<file path="src/rtl/pipe_logic_unit.sv">
// rtl/pipe_logic_unit.sv - two-stage valid/ready bitwise logic unit with ZERO/ONES/PARITY flags
// Optional POPCNT output enabled by defining PIPE_LOGIC_UNIT_POPCNT_EN.
module pipe_logic_unit #(
    parameter int WIDTH = 16
) (
    input  logic             CLK,
    input  logic             RST,
    input  logic [WIDTH-1:0] A,
    input  logic [WIDTH-1:0] B,
    input  logic [2:0]       OP,
    input  logic             IN_VALID,
    output logic             IN_READY,
    output logic [WIDTH-1:0] OUT,
    output logic             OUT_VALID,
    input  logic             OUT_READY,
    output logic             ZERO,
    output logic             ONES,
`ifdef PIPE_LOGIC_UNIT_POPCNT_EN
    output logic             PARITY,
    output logic [$clog2(WIDTH+1)-1:0] POPCNT
`else
    output logic             PARITY
`endif
);

    localparam logic [2:0] OP_AND  = 3'd0;
    localparam logic [2:0] OP_OR   = 3'd1;
    localparam logic [2:0] OP_XOR  = 3'd2;
    localparam logic [2:0] OP_XNOR = 3'd3;
    localparam logic [2:0] OP_NAND = 3'd4;
    localparam logic [2:0] OP_NOR  = 3'd5;
    localparam logic [2:0] OP_NOTA = 3'd6;
    localparam logic [2:0] OP_PASB = 3'd7;

    logic             ready_en;
    logic             s1_valid;
    logic [WIDTH-1:0] s1_a;
    logic [WIDTH-1:0] s1_b;
    logic [2:0]       s1_op;
    logic             s2_valid;
    logic             s2_adv;
    logic             s2_take;
    logic             s1_load;
    logic [WIDTH-1:0] res;

    // ready_en keeps IN_READY low until the first edge after reset release
    always_ff @(posedge CLK or posedge RST) begin
        if (RST) begin
            ready_en <= 1'b0;
        end else begin
            ready_en <= 1'b1;
        end
    end

    assign s2_adv    = !s2_valid || OUT_READY;
    assign s2_take   = s1_valid && s2_adv;
    assign IN_READY  = ready_en && (!s1_valid || s2_adv);
    assign s1_load   = IN_VALID && IN_READY;
    assign OUT_VALID = s2_valid;

    always_ff @(posedge CLK or posedge RST) begin
        if (RST) begin
            s1_valid <= 1'b0;
        end else if (IN_READY) begin
            s1_valid <= IN_VALID;
        end
    end

    always_ff @(posedge CLK) begin
        if (s1_load) begin
            s1_a  <= A;
            s1_b  <= B;
            s1_op <= OP;
        end
    end

    always_comb begin
        res = '0;
        case (s1_op)
            OP_AND:  res = s1_a & s1_b;
            OP_OR:   res = s1_a | s1_b;
            OP_XOR:  res = s1_a ^ s1_b;
            OP_XNOR: res = ~(s1_a ^ s1_b);
            OP_NAND: res = ~(s1_a & s1_b);
            OP_NOR:  res = ~(s1_a | s1_b);
            OP_NOTA: res = ~s1_a;
            OP_PASB: res = s1_b;
            default: res = '0;
        endcase
    end

    // flags are computed from the same result that lands in OUT
    always_ff @(posedge CLK or posedge RST) begin
        if (RST) begin
            s2_valid <= 1'b0;
            OUT      <= '0;
            ZERO     <= 1'b0;
            ONES     <= 1'b0;
            PARITY   <= 1'b0;
        end else begin
            if (s2_adv) begin
                s2_valid <= s1_valid;
            end
            if (s2_take) begin
                OUT    <= res;
                ZERO   <= ~|res;
                ONES   <= &res;
                PARITY <= ^res;
            end
        end
    end

`ifdef PIPE_LOGIC_UNIT_POPCNT_EN
    localparam int PCW = $clog2(WIDTH + 1);

    logic [PCW-1:0] res_cnt;

    always_comb begin
        res_cnt = '0;
        for (int i = 0; i < WIDTH; i++) begin
            res_cnt = res_cnt + PCW'(res[i]);
        end
    end

    always_ff @(posedge CLK or posedge RST) begin
        if (RST) begin
            POPCNT <= '0;
        end else if (s2_take) begin
            POPCNT <= res_cnt;
        end
    end
`endif

endmodule

</file>
<file path="config.mk">
export PLATFORM = sky130hd
export DESIGN_NAME = pipe_logic_unit
export DESIGN_NICKNAME = d
export VERILOG_FILES = /design/src/rtl/pipe_logic_unit.sv
export SDC_FILE = /design/constraint.sdc
export NUM_CORES = 1
export LEC_CHECK = 0
export BUFFER_PORTS_ARGS = -buffer_cell sky130_fd_sc_hd__buf_2
export CAP_MARGIN = 0
export CELL_PAD_IN_SITES_DETAIL_PLACEMENT = 1
export CELL_PAD_IN_SITES_GLOBAL_PLACEMENT = 1
export CORE_ASPECT_RATIO = 1.4
export CORE_MARGIN = 3
export CORE_UTILIZATION = 45
export CTS_BUF_LIST = sky130_fd_sc_hd__clkbuf_16
export CTS_CLUSTER_DIAMETER = 60
export DETAILED_ROUTE_END_ITERATION = 16
export PLACE_DENSITY = 0.86
export SETUP_SLACK_MARGIN = 0.1
export SYNTH_ARGS = -nofsm -noshare
export SYNTH_HDL_FRONTEND = slang
export SYNTH_SLANG_ARGS = --single-unit
</file>
<file path="constraint.sdc">
create_clock -name CLK -period 3 [get_ports CLK]
set_input_delay 0.45 -clock CLK [delete_from_list [all_inputs] [get_ports CLK]]
set_output_delay 0.45 -clock CLK [all_outputs]
set_load 0.03 [all_outputs]
</file>
=== After elaboration in Yosys (flattened, before gate mapping) ===
Cells that the tools add are included.

* Memories kept: 0
* Logic and storage cells: 37
* Output and inout bits: 21
* Bits in registers: 57
* Bits in latches: 0
* RAM bits: 0
* Bits in read-only memories: 0
* Input bits: 39

* Add/subtract/negate cells: 0
* Multipliers: 0
* Magnitude comparators: 0
* Shifts and indexed selects: 0
* Bitwise operators: 7
* Reduce and logical (&&, ||, !) cells: 12
* Equality and inequality tests: 7
* Multiplexer cells: 1
* Divide/modulo/power cells: 0

{| class="wikitable"
|+ Operator list
! operator !! number
|-
| $pmux W16 S8 || 1
|-
| $not A16 Y16 || 4
|-
| $and A16 B16 Y16 || 1
|-
| $or A16 B16 Y16 || 1
|-
| $reduce_and A16 Y1 || 1
|-
| $reduce_or A16 Y1 || 1
|-
| $reduce_xor A16 Y1 || 1
|-
| $xor A16 B16 Y16 || 1
|-
| $eq A3 B3 Y1 const B || 4
|-
| $eq A3 B2 Y1 const B || 2
|-
| $eq A3 B1 Y1 const B || 1
|-
| $logic_and A1 B1 Y1 || 3
|-
| $logic_not A1 Y1 || 3
|-
| $logic_not A3 Y1 || 1
|-
| $logic_or A1 B1 Y1 || 2
|}

=== Logic depth before layout (Yosys ltp) ===
Gate-level depths: netlist of the first run.

* Depth in word-level cells: 5
* Depth in mapped cells: 12
* Gate-level depth less buffers: 12

=== Least setup slack after synthesis of the first run ===
Ideal clock, no wire load.

* Path kind: register to register
* From: reg s1_op[0]
* To: reg PARITY
* Stages on the path, launching flop included: 13
* Required time: 2.861 ns
* Arrival time: 2.131 ns
* Period minus slack after synthesis: 2.269 ns
* Slack: 0.731 ns
* Cell sequence: edfxtp_1 -> buf_6 -> buf_6 -> or2_1 -> a21oi_1 -> o21ai_0 -> a2bb2oi_1 -> inv_1 -> ha_1 -> xnor2_1 -> xnor2_1 -> xnor2_1 -> o21ai_0

* Longest elaborated chain between the ends: 3
* Elaborated cells on any way between the ends: 10
* Classes of those cells: eq/ne: 7; mux: 1; reduce/logical: 2

{| class="wikitable"
|+ Ends and longest elaborated chain
! element !! line !! source
|-
| start, declared || 39 || <nowiki>logic [2:0] s1_op;</nowiki>
|-
| start signal, assigned || 73 || <nowiki>s1_op <= OP;</nowiki>
|-
| $eq A3 B3 Y1, or another cell as far along || 79 || <nowiki>case (s1_op)</nowiki>
|-
| $pmux W16 S8 * || 79 ||
|-
| via res[8] || 44 || <nowiki>logic [WIDTH-1:0] res;</nowiki>
|-
| $reduce_xor A16 Y1 * || 108 || <nowiki>PARITY <= ^res;</nowiki>
|-
| end signal, assigned || 108 ||
|-
| end, declared || 22 || <nowiki>output logic PARITY</nowiki>
|}

Mark *: on every way through the listed nets, which the timed path passes. The rest lies on a longest branch.
A chain may end at the register's enable or synchronous reset.

=== Worst setup path in the final report of the first run ===
* From: reg s1_op[1]
* To: reg PARITY

Same word-level chain as after synthesis.

==> results of run 1 <==
## metrics by stage
step                instance area (um2)  hold slack, ns  cells  util (%)
floorplan                          3960           0.439    382         -
global placement                   4340           0.486    531      52.1
detailed placement                 4340           0.488    531      52.1
CTS                                4660           0.274    547      55.9
global route                       4690           0.278    547      56.2
finish                             4690           0.256    547      56.2
## worst max-delay path, cell delays in order (launching register included)
cell,delay (ns)
edfxtp_1,0.50
buf_4,0.23
buf_4,0.21
o21ai_0,0.13
o311ai_2,0.14
o221ai_1,0.10
o31a_1,0.29
inv_1,0.08
ha_1,0.30
xnor2_1,0.20
xnor2_1,0.17
xnor2_1,0.14
o21ai_0,0.08
## final cells by class
class,count,area [um2]
multi-input combinational,249,2030
clock inverter,7,95.1
inverter,51,191
timing repair buffer,72,418
sequential,57,1600
tap,102,128
clock buffer,9,225
fill,916,3650
## logic make-up (layout without fill, tap and decap cells)
| logic type | count (synthesis) | after routing |
|---|---|---|
| mux | 19 | 19 |
| buf+inv | 76 | 139 |
| xor+xnor | 7 | 7 |
| simple gates | 69 | 69 |
| flops | 57 | 57 |
| other cells | 1 | 1 |
| fa+ha+maj | 48 | 48 |
| compound gates | 105 | 105 |
## worst max-delay path by stage
stage          startpoint  slack [ns]  cells past startpoint      to
2_1_floorplan    s1_op[0]        0.73                     12  PARITY
3_3_place_gp     s1_op[0]        0.37                     11  PARITY
3_5_place_dp     s1_op[0]        0.29                     11  PARITY
4_1_cts          s1_op[0]        0.24                     11  PARITY
5_1_grt          s1_op[1]        0.12                     11  PARITY
6_report         s1_op[1]        0.28                     12  PARITY
## synth_stat cells
cell and n:
mux2_4 1, a21o_1 1, a211oi_1 1, o21ai_0 16
and2_4 8, o31a_1 9, buf_4 3, mux2i_1 2
nand3b_1 1, a2bb2oi_1 15, nand4_1 4, o22a_1 7
and3_1 1, o221ai_1 8, a21oi_1 36, or2_1 8
o311ai_2 8, buf_6 5, conb_1 1, ha_1 48
nor2_1 30, nand2_1 13, o31ai_1 2, dfrtp_1 22
o21ai_1 1, edfxtp_1 35, buf_2 13, a311oi_1 1
inv_1 51, clkbuf_1 2, xnor2_1 7, buf_1 2
mux2_2 16, nand2b_1 3, nor4bb_1 1
## per-layer routing
layer,track usage (%),up-vias,wire (um)
met4,10.7,0,313
met5,0,-,0
li1,-,1457,-
met1,26.0,1545,4070
met3,4.90,26,515
met2,39.5,88,5540
## power groups by stage
| stage | logic [mW] | registers (mW) | clock network [mW] |
|---|---|---|---|
| after global placement | 0.736 | 1.03 | 0 |
| after floorplan | 0.386 | 1.18 | 0 |
| after detailed placement | 0.763 | 1.03 | 0 |
| final | 0.781 | 1.02 | 1.11 |
| after global routing | 0.845 | 1.04 | 1.17 |
| after CTS | 0.781 | 1.02 | 1.13 |
## repair_timing
item	in CTS	in global routing
setup endpoints to repair	0	1
resized for setup	0	5
hold buffers	0	0
buffers inserted	0	0
## state kept, by name, indices dropped and copies added, names as in the netlist
register and count:
ONES 1, PARITY 1, ready_en 1, OUT 16
s1_op 3, OUT_VALID 1, s1_valid 1, s1_b 16
s1_a 16, ZERO 1
==> metrics.yaml, run 1 <==
synth:
  ys.warnings.count: 0
  syn_area_um2: 3960
  synthXorXnorAreaFrac_pct: 1.55
  yosys_register_bits: 57
  ys_top_cells_by_area: "edfxtp_1 (27%), ha_1 (15%), dfrtp_1 (14%)"
  syn_avg_cell_area_um2: 10.4
  synth_top_family_by_area: "compound AO/OA/AOI/OAI gates"
  synthCells: 382
  ys_seq_area_share_pct: 40.5
  netlist.area_leader.share_pct: 26.6
  yosys.area_share.adder_pct: 15.2
  ys_types: 35
  synth_nets: 469
  synth_mux_area_share_pct: 5.44
  synth_compound_area_share_pct: 19.6
  synth_area_leader_cell: "edfxtp_1"
  yosys.area_share.simple_pct: 8.82
route:
  post_drt_wl_per_cell_um: 19.1
  ant_nets: 0
  vias: 3116
  viasPerCell: 5.70
  drt_iter0_markers: 176
  route.detailed.drc: 0
  routed_wl_um: 10400
  drt_first_pass_iters: 4
job:
  max-cap-violations: 0
timing:
  finalSetupViolCount: 0
  fin_skew_ns: 0.00969
  rsz0062_at_grt: "false"
  layout_min_cycle_time_ns: 2.72
  worstMarginPinSlew_ns: 0.832
  max_slew_margin_pct: 44.4
  fmax_mhz: 368
  finalHoldViolCount: 0
  tns_ns: 0
  slew_violations: 0
  post-route-period-util_pct: 90.5
  setup_slack_ns: 0.284
setup_path:
  r2r_cells: 12
  timing.rr.end: "PARITY"
  end_kind: "flop"
  critPathLaunchType: "flop"
  required_ns: 3.19
  rrSetupSlack_ns: 0.28
  worst_ep_arrival_time_ns: 2.91
  worstSetupPathType: "flop to flop"
  crit_path_max_fanout: 18
  r2r_start: "s1_op[1]"
clock_tree:
  cts_buffers: 9
  h-tree-depth: 3
  cts_tree: "yes"
  cts_root_buf: "clkbuf_16"
  clockBufferDepth: 2
  clk-insertion-delay-late_ns: 0.34
  cts.sinks: 57
  clkTransAtPathRegs_ns: 0.06
floorplan:
  initial_core_util_pct: 47.4
  die_w_um: 85.3
  dieArea_um2: 9970
  core.rowCount: 39
  num_io_pins: 60
  die_h_um: 117
  core-area_um2: 8340
placement:
  routabilityCongestion: 0.847
  numPortBuffers: 59
  place_ws_ns: 0.290
  dpl.hpwl_um: 7290
global_routing:
  track_usage_pct: 22.5
  grt_overflow: 0
  grt_max_degree: 66
  antenna_found_initial: 0
  grt_pass1_wl_um: 17200
  grt_pass1_vias: 3385
power_and_ir_drop:
  power_mw: 2.92
  ir_worst_vdd_mv: 0.425
  pwr-share-comb_pct: 26.8
  clock_power_share_pct: 38.2
  p_leak_nw: 2.15
  p_per_area_nw_per_um2: 621
  seq_power_share_pct: 35.1
  p_int_mw: 1.99
  p_switching_uw: 930
  switching_share_pct: 31.9
status:
  status: "completed"
hold_path:
  hold_path.class: "input port to async pin"
finish:
  diodes: 0
  final_common_cell: "buf_2"
  drive_gt1_share_pct: 28.3
  final_cell_mix: "buf_2 (59), inv_1 (51), ha_1 (48)"
  area_delta_synth_final_pct: 18.6
  fin_nets: 527
No activity file was read; power rests on OpenSTA's default activity.
==> inputs of run 2 (changes only) <==
--- a/config.mk
+++ b/config.mk
@@ -11,11 +11,11 @@
 export CELL_PAD_IN_SITES_GLOBAL_PLACEMENT = 1
 export CORE_ASPECT_RATIO = 1.4
 export CORE_MARGIN = 3
-export CORE_UTILIZATION = 45
+export CORE_UTILIZATION = 40
 export CTS_BUF_LIST = sky130_fd_sc_hd__clkbuf_16
 export CTS_CLUSTER_DIAMETER = 60
 export DETAILED_ROUTE_END_ITERATION = 16
-export PLACE_DENSITY = 0.86
+export PLACE_DENSITY = 0.82
 export SETUP_SLACK_MARGIN = 0.1
 export SYNTH_ARGS = -nofsm -noshare
 export SYNTH_HDL_FRONTEND = slang
==> metrics.yaml, run 2 (synthesis results as in run 1) <==
status:
  status: "completed"
setup_path:
  r2r_start: "s1_op[1]"
  crit_path_max_fanout: 21  # +3
  timing.rr.end: "PARITY"
  required_ns: 3.18  # about the same
  worstSetupPathType: "flop to flop"
  path_cells: "buf_4 -> buf_4 -> o21ai_0 -> o311ai_2 -> o221ai_1 -> o31a_1 -> inv_1 -> ha_1 -> xnor2_1 -> xnor2_1 -> xnor2_1 -> o21ai_0"
  critPathMaxStageDelay_ns: 0.49  # about the same
  crit_top_cell: "xnor2_1"
  end_kind: "flop"
  r2r_cells: 12  # unchanged
  worst_ep_arrival_time_ns: 2.94  # +0.03 ns
  path_delay_family: "compound AO/OA/AOI/OAI gates"
  cp.buffers_inverters: 3  # unchanged
  rrSetupSlack_ns: 0.23  # -0.05 ns
  critical_path.slowest_cell: "edfxtp_1"
  critPathLaunchType: "flop"
finish:
  stdcell_area_um2: 4840  # +3.1%
  diodes: 0  # unchanged
  seq_area_um2: 1600  # unchanged
  fin_nets: 539  # +2.3%
  nFillCells: 1100  # +20%
  reg.largest.list: "OUT (16), s1_a (16), s1_b (16)"
  final_common_cell: "buf_2"
  drive_gt1_share_pct: 30.4  # +2.1 points
  multiInputGateArea_um2: 2060  # +1.3%
  final_cell_mix: "buf_2 (59), inv_1 (53), ha_1 (48)"
  area_delta_synth_final_pct: 22.2
timing:
  fin_skew_ns: 0.00657  # -0.00312 ns
  slew_violations: 0  # unchanged
  fmax_mhz: 362  # -1.8%
  post-route-period-util_pct: 92.2  # +1.6 points
  max_slew_margin_pct: 39.8  # -4.6 points
  rsz0062_at_grt: "false"
  finalHoldViolCount: 0  # unchanged
  finalSetupViolCount: 0  # unchanged
  tns_ns: 0  # unchanged
  worstMarginPinSlew_ns: 0.901  # +0.0687 ns
  layout_min_cycle_time_ns: 2.77  # +0.0489 ns
floorplan:
  initial_core_util_pct: 41.4  # -6.0 points
  dieArea_um2: 11100  # +12%
  core.rowCount: 42  # +7.7%
  core-area_um2: 9560  # +15%
  num_io_pins: 60  # unchanged
  die_w_um: 90.1  # +5.6%
  die_h_um: 124  # +5.8%
power_and_ir_drop:
  p_leak_nw: 2.23  # +3.4%
  p_switching_uw: 907  # -2.4%
  clock_power_share_pct: 33.8  # -4.4 points
  pwr-share-comb_pct: 29.5  # +2.7 points
  p_int_mw: 1.87  # -5.6%
  p_per_area_nw_per_um2: 575  # -7.5%
  ir_worst_vdd_mv: 0.559  # +31%
  switching_share_pct: 32.6  # +0.73 points
  seq_power_share_pct: 36.7  # +1.6 points
global_routing:
  grt_max_degree: 66  # unchanged
  grt_pass1_vias: 3356  # -0.86%
  track_usage_pct: 19.5  # -3.0 points
  grt_overflow: 0  # unchanged
  grt_pass1_wl_um: 17000  # -0.76%
  antenna_found_initial: 0  # unchanged
clock_tree:
  clockBufferDepth: 2  # unchanged
  cts.sinks: 57  # unchanged
  cts_tree: "yes"
  clk-insertion-delay-late_ns: 0.33  # about the same
  cts_root_buf: "clkbuf_16"
  cts_buffers: 9  # unchanged
  clkTransAtPathRegs_ns: 0.05  # about the same
  h-tree-depth: 3  # unchanged
route:
  drt_iter0_markers: 232  # +32%
  viasPerCell: 5.43  # -4.7%
  route.detailed.drc: 0  # unchanged
  vias: 3199  # +2.7%
  routed_wl_um: 11100  # +6.6%
  drt_first_pass_iters: 4  # unchanged
  post_drt_wl_per_cell_um: 18.9  # -1.0%
  ant_nets: 0  # unchanged
hold_path:
  hold_path.class: "input port to flop"
  hold_path_end: "s1_a[7]"
  worstHoldStart: "A[7]"
  min_path_cells: 1
placement:
  dpl.hpwl_um: 7300  # +0.15%
  numPortBuffers: 59  # unchanged
  placed_area_um2: 4380  # +0.86%
  routabilityCongestion: 0.807  # -4.7%
job:
  max-cap-violations: 0  # unchanged
## run 2: cell count changes in the layout (fill, tap and decap cells not counted), moves of 2 or more
cell	before	now
buf_4	11	21
a2bb2oi_1	11	8
clkbuf_16	9	12
inv_1	51	53
a2bb2oi_2	4	7
bufinv_16	2	0
clkinv_4	2	0
## run 2: stage by stage
step	std cells	hold slack [ns]	util, %	total power, mW	setup slack (ns)
finish	589	0.289	50.6	2.78	0.235
global route	589	0.281	50.6	2.92	0.0850
CTS	577	0.282	48.9	2.76	0.128
detailed placement	561	0.473	45.8	1.81	0.00808
global placement	561	0.482	45.8	1.77	0.200
floorplan	382	0.439	-	1.57	0.731
## run 2: layout make-up
type | count | area share [%]
Multi-Input combinational cell | 249 | 42.6
Sequential cell | 57 | 33.1
Timing Repair Buffer | 84 | 11.2
Clock buffer | 10 | 5.17
Inverter | 51 | 3.96
Tap cell | 132 | 3.42
Clock inverter | 6 | 0.517
## run 2: metal layers
metal	track usage (%)	vias up	wire length (um)
met5	0	-	0
met4	8.52	0	269
met3	4.11	17	341
met2	36.1	60	6070
met1	21.7	1637	4440
li1	-	1485	-
## run 2: what timing repair did
| item | in CTS | in global routing |
|---|---|---|
| hold buffers | 0 | 0 |
| pin swaps | 0 | 3 |
| cloned | 0 | 2 |
| resized for setup | 3 | 7 |
| setup endpoints to repair | 1 | 1 |
| setup buffers | 0 | 10 |
## run 2: power groups by stage
stage               combinational (mW)  clock, mW  sequential [mW]
finish                           0.820      0.939             1.02
global route                     0.886       1.00             1.04
CTS                              0.783      0.956             1.02
detailed placement               0.773          0             1.04
global placement                 0.736          0             1.03
floorplan                        0.386          0             1.18
## run 2: worst max path at each step
stage	from	to	depth (start not counted)
final	s1_op[1]	PARITY	12
after global routing	s1_op[1]	PARITY	12
after CTS	s1_op[0]	PARITY	11
after detailed placement	s1_op[0]	PARITY	11
after global placement	s1_op[0]	PARITY	11
after floorplan	s1_op[0]	PARITY	12
==> inputs of run 3 (changes only) <==
--- a/config.mk
+++ b/config.mk
@@ -10,11 +10,11 @@
 export CELL_PAD_IN_SITES_DETAIL_PLACEMENT = 1
 export CELL_PAD_IN_SITES_GLOBAL_PLACEMENT = 1
 export CORE_ASPECT_RATIO = 1.4
-export CORE_MARGIN = 3
 export CORE_UTILIZATION = 40
 export CTS_BUF_LIST = sky130_fd_sc_hd__clkbuf_16
 export CTS_CLUSTER_DIAMETER = 60
 export DETAILED_ROUTE_END_ITERATION = 16
+export GPL_ROUTABILITY_DRIVEN = 0
 export PLACE_DENSITY = 0.82
 export SETUP_SLACK_MARGIN = 0.1
 export SYNTH_ARGS = -nofsm -noshare
==> metrics.yaml, run 3 (synthesis results as in run 1) <==
finish:
  nFillCells: 1083  # -1.5%
  reg.largest.list: "OUT (16), s1_a (16), s1_b (16)"
  final_cell_mix: "buf_2 (59), inv_1 (51), ha_1 (48)"
  diodes: 0  # unchanged
  multiInputGateArea_um2: 2020  # -2.0%
  fin_nets: 527  # -2.2%
  final_common_cell: "buf_2"
  drive_gt1_share_pct: 27.4  # -3.0 points
  seq_area_um2: 1600  # unchanged
  area_delta_synth_final_pct: 18.6
floorplan:
  die_w_um: 86.1  # -4.4%
  core-area_um2: 9510  # -0.55%
  core.rowCount: 42  # unchanged
  dieArea_um2: 10300  # -7.5%
  initial_core_util_pct: 41.6  # +0.23 points
  num_io_pins: 60  # unchanged
  die_h_um: 120  # -3.2%
global_routing:
  grt_max_degree: 66  # unchanged
  track_usage_pct: 20.3  # +0.77 points
  grt_pass1_wl_um: 15500  # -8.7%
  antenna_found_initial: 0  # unchanged
  grt_overflow: 0  # unchanged
  grt_pass1_vias: 3172  # -5.5%
route:
  ant_nets: 0  # unchanged
  post_drt_wl_per_cell_um: 16.7  # -12%
  route.detailed.drc: 0  # unchanged
  drt_first_pass_iters: 5  # +1
  drt_iter0_markers: 96  # -59%
  routed_wl_um: 9620  # -14%
  vias: 3027  # -5.4%
  viasPerCell: 5.25  # -3.4%
timing:
  finalHoldViolCount: 0  # unchanged
  slew_violations: 0  # unchanged
  fmax_mhz: 375  # +3.7%
  post-route-period-util_pct: 88.9  # -3.2 points
  fin_skew_ns: 0.00717  # +0.000603 ns
  finalSetupViolCount: 0  # unchanged
  tns_ns: 0  # unchanged
  layout_min_cycle_time_ns: 2.67  # -0.0975 ns
  worstMarginPinSlew_ns: 0.871  # -0.0303 ns
  whs_ns: 0.284  # -0.00418 ns
  max_slew_margin_pct: 41.9  # +2.1 points
  rsz0062_at_grt: "false"
setup_path:
  crit_top_cell: "xnor2_1"
  worstSetupPathType: "flop to flop"
  path_delay_family: "adder cells"
  critical_path.slowest_cell: "edfxtp_1"
  required_ns: 3.17  # about the same
  crit_path_max_fanout: 3  # -86%
  cp.buffers_inverters: 2  # -1
  critPathLaunchType: "flop"
  critPathMaxStageDelay_ns: 0.38  # -0.11 ns
  path_cells: "inv_1 -> ha_1 -> nor4bb_1 -> a311oi_1 -> o21ai_1 -> o31a_1 -> inv_1 -> ha_1 -> xnor2_1 -> xnor2_1 -> xnor2_1 -> o21ai_0"
  worst_ep_arrival_time_ns: 2.84  # -0.10 ns
  end_kind: "flop"
clock_tree:
  clockBufferDepth: 2  # unchanged
  cts_tree: "yes"
  cts.sinks: 57  # unchanged
  clk-insertion-delay-late_ns: 0.34  # about the same
  clkTransAtPathRegs_ns: 0.06  # about the same
  cts_root_buf: "clkbuf_16"
  cts_buffers: 9  # unchanged
  h-tree-depth: 3  # unchanged
  post_cts_buffers: 0  # unchanged
power_and_ir_drop:
  ir_worst_vdd_mv: 0.506  # -9.5%
  p_leak_nw: 2.14  # -3.7%
  p_per_area_nw_per_um2: 591  # +2.8%
hold_path:
  hold_path.class: "input port to flop"
placement:
  numPortBuffers: 59  # unchanged
  dpl.hpwl_um: 6780  # -7.2%
status:
  status: "completed"
job:
  max-cap-violations: 0  # unchanged
run 3: worst paths after layout:
check                           startpoint        end  slack (ns)  depth (start not counted)
worst max-delay path               s1_a[4]     PARITY        0.33                         12
worst min-delay path                  A[4]    s1_a[4]        0.28                          1
worst max register to register     s1_a[4]     PARITY        0.33                         12
worst min register to register        ZERO       ZERO        0.49                          2
max in group asynchronous              RST     OUT[9]        2.17                          2
min in group asynchronous              RST  OUT_VALID        0.29                          2
run 3: through the flow:
step	cell area, um2	instances	power (mW)	util, %	setup WS [ns]
floorplan	3960	382	1.57	-	0.731
global placement	4390	561	1.77	46.2	0.398
detailed placement	4390	561	1.80	46.2	0.327
CTS	4680	577	2.80	49.2	0.303
global route	4690	577	2.91	49.4	0.130
finish	4690	577	2.77	49.4	0.332
run 3: power by group:
group          internal (mW)  switching, mW
sequential             0.950         0.0662
clock                  0.607          0.378
combinational          0.309          0.463
run 3: repair_timing:
item / CTS / global route
resized for setup: 0 / 2
hold buffers: 0 / 0
setup endpoints to repair: 0 / 1
run 3: final cells by class:
cell class | count | share of cell area, %
Timing Repair Buffer | 72 | 9.17
Tap cell | 132 | 3.52
Multi-Input combinational cell | 249 | 43.0
Clock buffer | 10 | 5.33
Inverter | 51 | 4.08
Clock inverter | 6 | 0.800
Sequential cell | 57 | 34.1
run 3: per-layer routing:
metal / GRT usage (%) / routed length, um / up-vias
li1: - / - / 1457
met1: 23.2 / 4000 / 1502
met2: 34.8 / 5030 / 50
met3: 3.65 / 311 / 18
met4: 12.2 / 284 / 0
met5: 0 / 0 / -
